$ cat src/rtl/uart_ctl.sv
// Full-duplex UART: runtime baud divisor, optional parity, 1/2 stop bits,
// show-ahead TX/RX FIFOs and sticky line-error flags.

module uart_fifo #(
  parameter int W  = 8,
  parameter int AW = 4
) (
  input  logic          clk,
  input  logic          rst,
  input  logic          wr,
  input  logic [W-1:0]  wdata,
  input  logic          rd,
  output logic [W-1:0]  rdata,
  output logic          full,
  output logic          empty,
  output logic [AW:0]   level
);
  localparam int DEPTH = 1 << AW;
  localparam logic [AW:0] FULL_LVL = {1'b1, {AW{1'b0}}};
  localparam logic [AW:0] LVL_ONE  = {{AW{1'b0}}, 1'b1};

  logic [W-1:0]  mem [DEPTH];
  logic [AW-1:0] wptr;
  logic [AW-1:0] rptr;
  logic          do_wr;
  logic          do_rd;
  logic [AW:0]   level_nxt;

  // full/empty are registered, so they gate this cycle's strobes
  assign do_wr = wr & ~full;
  assign do_rd = rd & ~empty;
  assign rdata = mem[rptr];

  always_comb begin
    level_nxt = level;
    if (do_wr && !do_rd)
      level_nxt = level + LVL_ONE;
    else if (do_rd && !do_wr)
      level_nxt = level - LVL_ONE;
  end

  always_ff @(posedge clk) begin
    if (rst) begin
      wptr  <= '0;
      rptr  <= '0;
      level <= '0;
      full  <= 1'b0;
      empty <= 1'b1;
    end else begin
      if (do_wr) wptr <= wptr + AW'(1);
      if (do_rd) rptr <= rptr + AW'(1);
      level <= level_nxt;
      full  <= (level_nxt == FULL_LVL);
      empty <= (level_nxt == '0);
    end
  end

  always_ff @(posedge clk) begin
    if (do_wr) mem[wptr] <= wdata;
  end
endmodule

module uart_ctl #(
  parameter int DW      = 8,
  parameter int DIV_W   = 16,
  parameter int FIFO_AW = 4
) (
  input  logic               clk,
  input  logic               rst,
  input  logic [DIV_W-1:0]   cfg_div,
  input  logic               cfg_par_en,
  input  logic               cfg_par_odd,
  input  logic               cfg_stop2,
  input  logic [DW-1:0]      tx_data,
  input  logic               tx_wr,
  output logic               tx_full,
  output logic [FIFO_AW:0]   tx_level,
  output logic               tx_busy,
  output logic               ser_txd,
  input  logic               ser_rxd,
  input  logic               rx_rd,
  output logic [DW-1:0]      rx_data,
  output logic               rx_empty,
  output logic [FIFO_AW:0]   rx_level,
  output logic               err_frame,
  output logic               err_parity,
  output logic               err_overrun,
  input  logic               err_clr,
  output logic [2:0]         tx_fsm,
  output logic [2:0]         rx_fsm
);
  localparam int BW = (DW > 1) ? $clog2(DW) : 1;
  localparam logic [BW-1:0] LAST_BIT = BW'(DW - 1);

  typedef enum logic [2:0] {
    S_IDLE   = 3'd0,
    S_START  = 3'd1,
    S_DATA   = 3'd2,
    S_PARITY = 3'd3,
    S_STOP   = 3'd4
  } st_t;

  // ---------------- TX ----------------
  st_t              tx_st;
  logic [DIV_W-1:0] tx_cnt;
  logic [DIV_W-1:0] tx_div;
  logic [DW-1:0]    tx_sh;
  logic [BW-1:0]    tx_bit;
  logic             tx_par;
  logic             tx_pe;
  logic             tx_s2;
  logic             tx_last;
  logic             tx_tick;
  logic             tx_pop;
  logic             tx_empty;
  logic [DW-1:0]    tx_head;

  uart_fifo #(.W(DW), .AW(FIFO_AW)) u_tx_fifo (
    .clk   (clk),
    .rst   (rst),
    .wr    (tx_wr),
    .wdata (tx_data),
    .rd    (tx_pop),
    .rdata (tx_head),
    .full  (tx_full),
    .empty (tx_empty),
    .level (tx_level)
  );

  assign tx_tick = (tx_cnt == tx_div);
  // Pop when idle, or at the very end of the last stop bit for gapless frames
  assign tx_pop  = ~tx_empty &
                   ((tx_st == S_IDLE) || ((tx_st == S_STOP) && tx_tick && tx_last));
  assign tx_busy = (tx_st != S_IDLE) | ~tx_empty;
  assign tx_fsm  = tx_st;

  always_ff @(posedge clk) begin
    if (rst) begin
      tx_st   <= S_IDLE;
      ser_txd <= 1'b1;
      tx_cnt  <= '0;
      tx_div  <= '0;
      tx_sh   <= '0;
      tx_bit  <= '0;
      tx_par  <= 1'b0;
      tx_pe   <= 1'b0;
      tx_s2   <= 1'b0;
      tx_last <= 1'b0;
    end else begin
      tx_cnt <= tx_tick ? '0 : tx_cnt + DIV_W'(1);
      case (tx_st)
        S_IDLE: begin
          tx_cnt  <= '0;
          ser_txd <= 1'b1;
        end
        S_START: begin
          if (tx_tick) begin
            ser_txd <= tx_sh[0];
            tx_sh   <= tx_sh >> 1;
            tx_bit  <= '0;
            tx_st   <= S_DATA;
          end
        end
        S_DATA: begin
          if (tx_tick) begin
            if (tx_bit == LAST_BIT) begin
              tx_last <= ~tx_s2;
              if (tx_pe) begin
                ser_txd <= tx_par;
                tx_st   <= S_PARITY;
              end else begin
                ser_txd <= 1'b1;
                tx_st   <= S_STOP;
              end
            end else begin
              ser_txd <= tx_sh[0];
              tx_sh   <= tx_sh >> 1;
              tx_bit  <= tx_bit + BW'(1);
            end
          end
        end
        S_PARITY: begin
          if (tx_tick) begin
            ser_txd <= 1'b1;
            tx_st   <= S_STOP;
          end
        end
        S_STOP: begin
          if (tx_tick) begin
            if (!tx_last) begin
              tx_last <= 1'b1;
            end else begin
              ser_txd <= 1'b1;
              tx_st   <= S_IDLE;
            end
          end
        end
        default: begin
          ser_txd <= 1'b1;
          tx_st   <= S_IDLE;
        end
      endcase
      // Frame config is captured with the byte so mid-frame cfg changes wait
      if (tx_pop) begin
        tx_sh   <= tx_head;
        tx_par  <= (^tx_head) ^ cfg_par_odd;
        tx_pe   <= cfg_par_en;
        tx_s2   <= cfg_stop2;
        tx_div  <= cfg_div;
        tx_cnt  <= '0;
        ser_txd <= 1'b0;
        tx_st   <= S_START;
      end
    end
  end

  // ---------------- RX ----------------
  st_t              rx_st;
  logic             rx_s1;
  logic             rxs;
  logic [DIV_W-1:0] rx_cnt;
  logic [DIV_W-1:0] rx_div;
  logic [DIV_W-1:0] rx_half;
  logic [DW-1:0]    rx_sh;
  logic [BW-1:0]    rx_bit;
  logic             rx_pe;
  logic             rx_odd;
  logic             rx_pbit;
  logic             rx_tick;
  logic             rx_push;
  logic             rx_full;

  always_ff @(posedge clk) begin
    if (rst) begin
      rx_s1 <= 1'b1;
      rxs   <= 1'b1;
    end else begin
      rx_s1 <= ser_rxd;
      rxs   <= rx_s1;
    end
  end

  assign rx_tick = (rx_cnt == rx_div);
  assign rx_half = rx_div >> 1;
  assign rx_push = (rx_st == S_STOP) && rx_tick;
  assign rx_fsm  = rx_st;

  uart_fifo #(.W(DW), .AW(FIFO_AW)) u_rx_fifo (
    .clk   (clk),
    .rst   (rst),
    .wr    (rx_push),
    .wdata (rx_sh),
    .rd    (rx_rd),
    .rdata (rx_data),
    .full  (rx_full),
    .empty (rx_empty),
    .level (rx_level)
  );

  always_ff @(posedge clk) begin
    if (rst) begin
      rx_st   <= S_IDLE;
      rx_cnt  <= '0;
      rx_div  <= '0;
      rx_sh   <= '0;
      rx_bit  <= '0;
      rx_pe   <= 1'b0;
      rx_odd  <= 1'b0;
      rx_pbit <= 1'b0;
    end else begin
      rx_cnt <= rx_cnt + DIV_W'(1);
      case (rx_st)
        S_IDLE: begin
          rx_cnt <= '0;
          if (!rxs) begin
            // The edge cycle is count 0, so the start sample lands on half
            rx_cnt <= DIV_W'(1);
            rx_div <= cfg_div;
            rx_pe  <= cfg_par_en;
            rx_odd <= cfg_par_odd;
            rx_st  <= S_START;
          end
        end
        S_START: begin
          if (rx_cnt == rx_half) begin
            rx_cnt <= '0;
            rx_bit <= '0;
            rx_st  <= rxs ? S_IDLE : S_DATA;
          end
        end
        S_DATA: begin
          if (rx_tick) begin
            rx_cnt <= '0;
            rx_sh  <= {rxs, rx_sh[DW-1:1]};
            rx_bit <= rx_bit + BW'(1);
            if (rx_bit == LAST_BIT)
              rx_st <= rx_pe ? S_PARITY : S_STOP;
          end
        end
        S_PARITY: begin
          if (rx_tick) begin
            rx_cnt  <= '0;
            rx_pbit <= rxs;
            rx_st   <= S_STOP;
          end
        end
        S_STOP: begin
          if (rx_tick) begin
            rx_cnt <= '0;
            rx_st  <= S_IDLE;
          end
        end
        default: rx_st <= S_IDLE;
      endcase
    end
  end

  // A new error wins over a simultaneous clear
  always_ff @(posedge clk) begin
    if (rst) begin
      err_frame   <= 1'b0;
      err_parity  <= 1'b0;
      err_overrun <= 1'b0;
    end else begin
      err_frame   <= (err_frame & ~err_clr) | (rx_push & ~rxs);
      err_parity  <= (err_parity & ~err_clr) |
                     (rx_push & rx_pe & (rx_pbit != ((^rx_sh) ^ rx_odd)));
      err_overrun <= (err_overrun & ~err_clr) | (rx_push & rx_full);
    end
  end
endmodule

$ cat config.mk
export PLATFORM = sky130hd
export DESIGN_NAME = uart_ctl
export DESIGN_NICKNAME = d
export VERILOG_FILES = /design/src/rtl/uart_ctl.sv
export SDC_FILE = /design/constraint.sdc
export NUM_CORES = 1
export LEC_CHECK = 0
export ABC_CLOCK_PERIOD_IN_PS = 3000
export BUFFER_PORTS_ARGS = -buffer_cell sky130_fd_sc_hd__buf_2
export CAP_MARGIN = 20
export CORE_UTILIZATION = 30
export DETAILED_ROUTE_END_ITERATION = 8
export HOLD_SLACK_MARGIN = 0.15
export PLACE_DENSITY = 0.44
export SETUP_SLACK_MARGIN = 0.5
export SLEW_MARGIN = 20
export SYNTH_ARGS = -nofsm -noshare
export SYNTH_HDL_FRONTEND = slang
export SYNTH_SLANG_ARGS = --single-unit
export TNS_END_PERCENT = 1
$ cat constraint.sdc
create_clock -name clk -period 3 [get_ports clk]
set_clock_uncertainty 0.05 [all_clocks]
set_input_delay 0.6 -clock clk [delete_from_list [all_inputs] [get_ports clk]]
set_output_delay 0.6 -clock clk [all_outputs]
set_load 0.005 [all_outputs]
# --- Word-level counts from Yosys, hierarchy flattened ---
# Memory sizes are Yosys's and may differ from the RTL's. A register that Yosys moved wholly into a read port is not among the register bits.
# Cells that the tools add are included.
op_classes:
  n_eq_ne: 37
  muxes: 58
  reduce_logical: 37
  add_sub_neg: 12
  n_bitwise: 26
op_table:
  columns: ["op", "n"]
  rows:
  - ["$mux 3", 19]
  - ["$pmux 16 s3", 1]
  - ["$add 16x1->16 const B", 2]
  - ["$eq 16x16->1", 2]
  - ["$mux 16", 2]
  - ["$mux 8", 4]
  - ["$pmux 3 s5", 2]
  - ["$ne 2x2->1 const B", 13]
  - ["$ne 3x2->1 const B", 7]
  - ["$mux 5", 4]
  - ["$add 4x1->4 const B", 4]
  - ["$eq 16x15->1", 1]
  - ["$mux 1", 16]
  - ["$mux 4", 4]
  - ["$pmux 8 s2", 1]
  - ["$reduce_xor 8->1", 2]
  - ["$reduce_and 7->1", 2]
  - ["$and 1x1->1", 12]
  - ["$eq 3x2->1 const B", 4]
  - ["$eq 3x3->1 const B", 4]
  - ["$pmux 3 s2", 2]
  - ["$reduce_and 4->1", 3]
  - ["$add 5x1->5 const B", 2]
  - ["$eq 5x5->1 const B", 2]
  - ["25 further kinds", 55]
totals:
  mem_count: 2
  ramBits: 256
  ff_bits: 135
  output_inout_bits: 31
  in_bits: 33
memory_table:
  columns: ["name", "depth", "word_bits", "rd", "rd_ports_with_merged_regs", "wr", "line", "source"]
  rows:
  - ["u_rx_fifo.mem", 16, 8, 1, 1, 1, "22", "logic [W-1:0] mem [DEPTH];"]
  - ["u_tx_fifo.mem", 16, 8, 1, 1, 1, "22", null]

# --- Depth between registers and ports, before layout ---
logic_depth:
  ltp_word: 10
  ltp_mapped: 10

# --- Cells and area by module ---
# A second synthesis with hierarchy kept.
unflattened:
  cells_unflattened: 1175
  hier_area_um2: 16834.9
modules_own_cells:
  columns: ["module", "n_inst", "area_each_um2", "seq_area_each_um2", "cells_each"]
  rows:
  - ["uart_fifo", 2, 5890.6, 4224.1, 293]
  - ["uart_ctl", 1, 5053.6, 2102.0, 589]

# --- Worst setup path after synthesis ---
# No wires, ideal clock.
synth_timing:
  kind: "register -> output"
  from: "reg (tool-made name)"
  to: "out rx_data[0]"
  arrival_ps: 2081
  required_ps: 2350
  path_stages_with_launch: 5
  path_buffers: 2
  setup_slack_ps: 269
  path_cell_list: "dfxtp_1 > clkbuf_1 > buf_1 > mux4_2 > mux4_2"
synth_lines:
  columns: ["element", "line", "source"]
  rows:
  - ["end: declaration", "82", "output logic [DW-1:0] rx_data,"]

==> impl_metrics.json <==
{
  "crit_chain": "buf_6 > buf_12 > mux4_2 > mux4_2 > buf_2",
  "cts_buffers": 45,
  "coreArea_sq_um": 53920,
  "grt_pass1_wl_mm": 59.10,
  "antenna_found_initial": 0,
  "syn_avg_cell_area_sq_um": 13.71,
  "cap_viol_max_count": 0,
  "routed_via_density": 4.686,
  "synth-seq-cells": 399,
  "finalHoldViolCount": 0,
  "yosysSeqAreaShare": 0.6439,
  "avgRoutedWirePerCell_microns": 18.72,
  "drive_above_1_share": 0.2614,
  "synthToLayoutAreaGrowth_pct": 20.24,
  "drc": 0,
  "synthDistinctLibCells": 52,
  "violations": "negative setup slack",
  "hpwl_mm": 25.07,
  "critPathMaxStageDelay_ns": 0.53,
  "grt_max_degree": 53,
  "cts_root_buffer": "clkbuf_16",
  "htreeDepth": 2,
  "slowest_stage": "mux4_2",
  "vias": 9554,
  "post-route-min-period_ns": 3.082,
  "die_h_microns": 235.7,
  "placed_area_sq_um": 17880,
  "fin_tns_setup_ns": -0.5156,
  "drv_slew": 0,
  "insertion_delay_ns": 0.58,
  "io_pins": 64,
  "async_flop_share": 0,
  "firstDrtPassIters": 4,
  "start_util": 0.3039,
  "worstSetupPathType": "reg2out",
  "synth_flop_cell": "edfxtp_1",
  "crit_path_start_kind": "register",
  "leakagePower_nw": 6.688,
  "syn-num-nets": 1248,
  "place_ws_ns": 0.1301,
  "r2r_end": "tx_par",
  "cts.clk_slew.worst_paths_ns": 0.06,
  "drtIter0Drc": 496,
  "ant_nets": 0,
  "ys.warnings.count": 0,
  "critPathArrivalTime_ns": 2.43,
  "setup_violations": 8,
  "cpMostUsedCell": "mux4_2",
  "synth-edff-count": 256,
  "hold_start": "ser_rxd",
  "grt.overflow.total": 0,
  "rows": 85,
  "fin_nets": 1365,
  "powerDensity_nw_per_um2": 747.3,
  "design_area_sq_um": 19700,
  "dpl.cell_count": 1955,
  "io_buffers": 63,
  "hold_depth": 2,
  "postCtsHoldBufs": 0,
  "hold_end": "rx_s1",
  "clock_path_buffers": 3,
  "grt_pass1_vias": 9652,
  "tightest_slew_ns": 0.7403,
  "wirelength_mm": 38.17,
  "instances_no_fill": 2039,
  "fin_ws_ns": -0.08228,
  "crit_path_end_kind": "output port",
  "clock_sinks": 399,
  "rsz0062_at_grt": "yes",
  "status": "finished, violations left",
  "floorplan.die.width_microns": 235.7,
  "n_antenna_cell": 0,
  "netlist_area_sq_um": 16390,
  "r2r_cells": 8,
  "grt_usage": 0.1389,
  "crit_required_ns": 2.35,
  "hold_class": "in2reg",
  "r2r_slack_ns": 0.32,
  "final_cell_mix": "256 x edfxtp_1, 130 x nand2_1, 116 x dfxtp_1",
  "dieArea_sq_um": 55560,
  "tritoncts": "yes",
  "fmax_ghz": 0.3244,
  "critPathMaxFanout": 8,
  "finalCritPeriodShare": 1.027,
  "max_slew_margin": 0.5058,
  "synthCells": 1195,
  "ir_worst_vdd_mv": 0.4877,
  "gp_congestion": 0.7987,
  "layout_commonest_cell": "edfxtp_1"
}
-- Yosys cell counts (6+ instances only) --
cell | n | share of area
a21oi_1 | 71 | 0.022
a22oi_1 | 13 | 0.0060
and2_1 | 6 | 0.0023
buf_1 | 9 | 0.0021
clkbuf_1 | 48 | 0.011
dfxtp_1 | 143 | 0.17
edfxtp_1 | 256 | 0.47
ha_1 | 20 | 0.015
inv_1 | 20 | 0.0046
mux2i_1 | 15 | 0.0092
mux4_2 | 76 | 0.10
nand2_1 | 135 | 0.031
nand2b_1 | 15 | 0.0057
nand3_1 | 32 | 0.0098
nand4_1 | 16 | 0.0061
nor2_1 | 107 | 0.025
nor2b_1 | 7 | 0.0027
nor3_1 | 21 | 0.0064
nor4_1 | 10 | 0.0038
o21ai_0 | 14 | 0.0043
or3_1 | 6 | 0.0023
xnor2_1 | 60 | 0.032
xor2_1 | 46 | 0.025
-- layer usage --
| layer | part of all wire | wire (microns) | GRT usage |
|---|---|---|---|
| met1 | 0.47 | 18060 | 0.1883 |
| met5 | 0 | 0 | 0 |
| met3 | 0.033 | 1278 | 0.02427 |
| met4 | 0.024 | 919 | 0.04298 |
| met2 | 0.47 | 17910 | 0.2262 |
-- flip-flops by register name, indices dropped and copies added (netlist names), 8 cells and up, named ones only --
signal,flops
rx_cnt,16
rx_div,16
rx_sh,8
tx_cnt,16
tx_div,16
tx_sh,8
u_rx_fifo.mem,128
u_tx_fifo.mem,128
-- worst max-delay path, delay by kind of cell (launching register included) --
kind	cells	cell delay [ns]
flip-flops	1	0.39
multiplexers	2	1.06
buffers and inverters	3	0.40
-- what timing repair did --
item,CTS,global route
gates cloned,3,0
endpoints found under the setup margin,45,181
resized for setup,38,62
pin swaps,12,46
buffers inserted,3,0
endpoints found under the hold margin,0,0
-- stage by stage --
step / power [W] / hold WS (ns) / utilization
after floorplan: 0.008568 / 0.3395 / -
after global placement: 0.009505 / 0.3484 / 0.3316
after detailed placement: 0.009511 / 0.3489 / 0.3316
after CTS: 0.01490 / 0.1622 / 0.3612
after global routing: 0.01549 / 0.1772 / 0.3654
final: 0.01472 / 0.1927 / 0.3654
-- cell type report --
class                      count  area [sq um]
multi-input combinational    714          5801
sequential                   399         10600
inverter                      20         75.07
timing repair buffer         132         998.5
clock buffer                  61          1196
fill                        5158         34220
clock inverter                17         160.2
tap                          696         870.8
-- kinds of logic after synthesis --
group | after synthesis | synth area share
compound gates | 121 | 0.04383
simple gates | 374 | 0.1043
xor+xnor | 107 | 0.05803
buf+inv | 82 | 0.01970
mux | 92 | 0.1150
fa+ha+maj | 20 | 0.01527
flops | 399 | 0.6439
-- worst max-delay path by stage --
stage / to
5_1_grt: rx_data[1]
4_1_cts: rx_data[1]
3_3_place_gp: tx_par
2_1_floorplan: u_rx_fifo.mem[3][0]
6_report: rx_data[7]
3_5_place_dp: tx_par
-- power by group --
group	total (W)	internal [W]	leakage [nW]	switching [W]
Sequential	0.00646	0.00611	3.52	0.000345
Combinational	0.00316	0.00158	2.51	0.00159
Clock	0.00510	0.00290	0.655	0.00221
(Power assumes the default switching activity.)
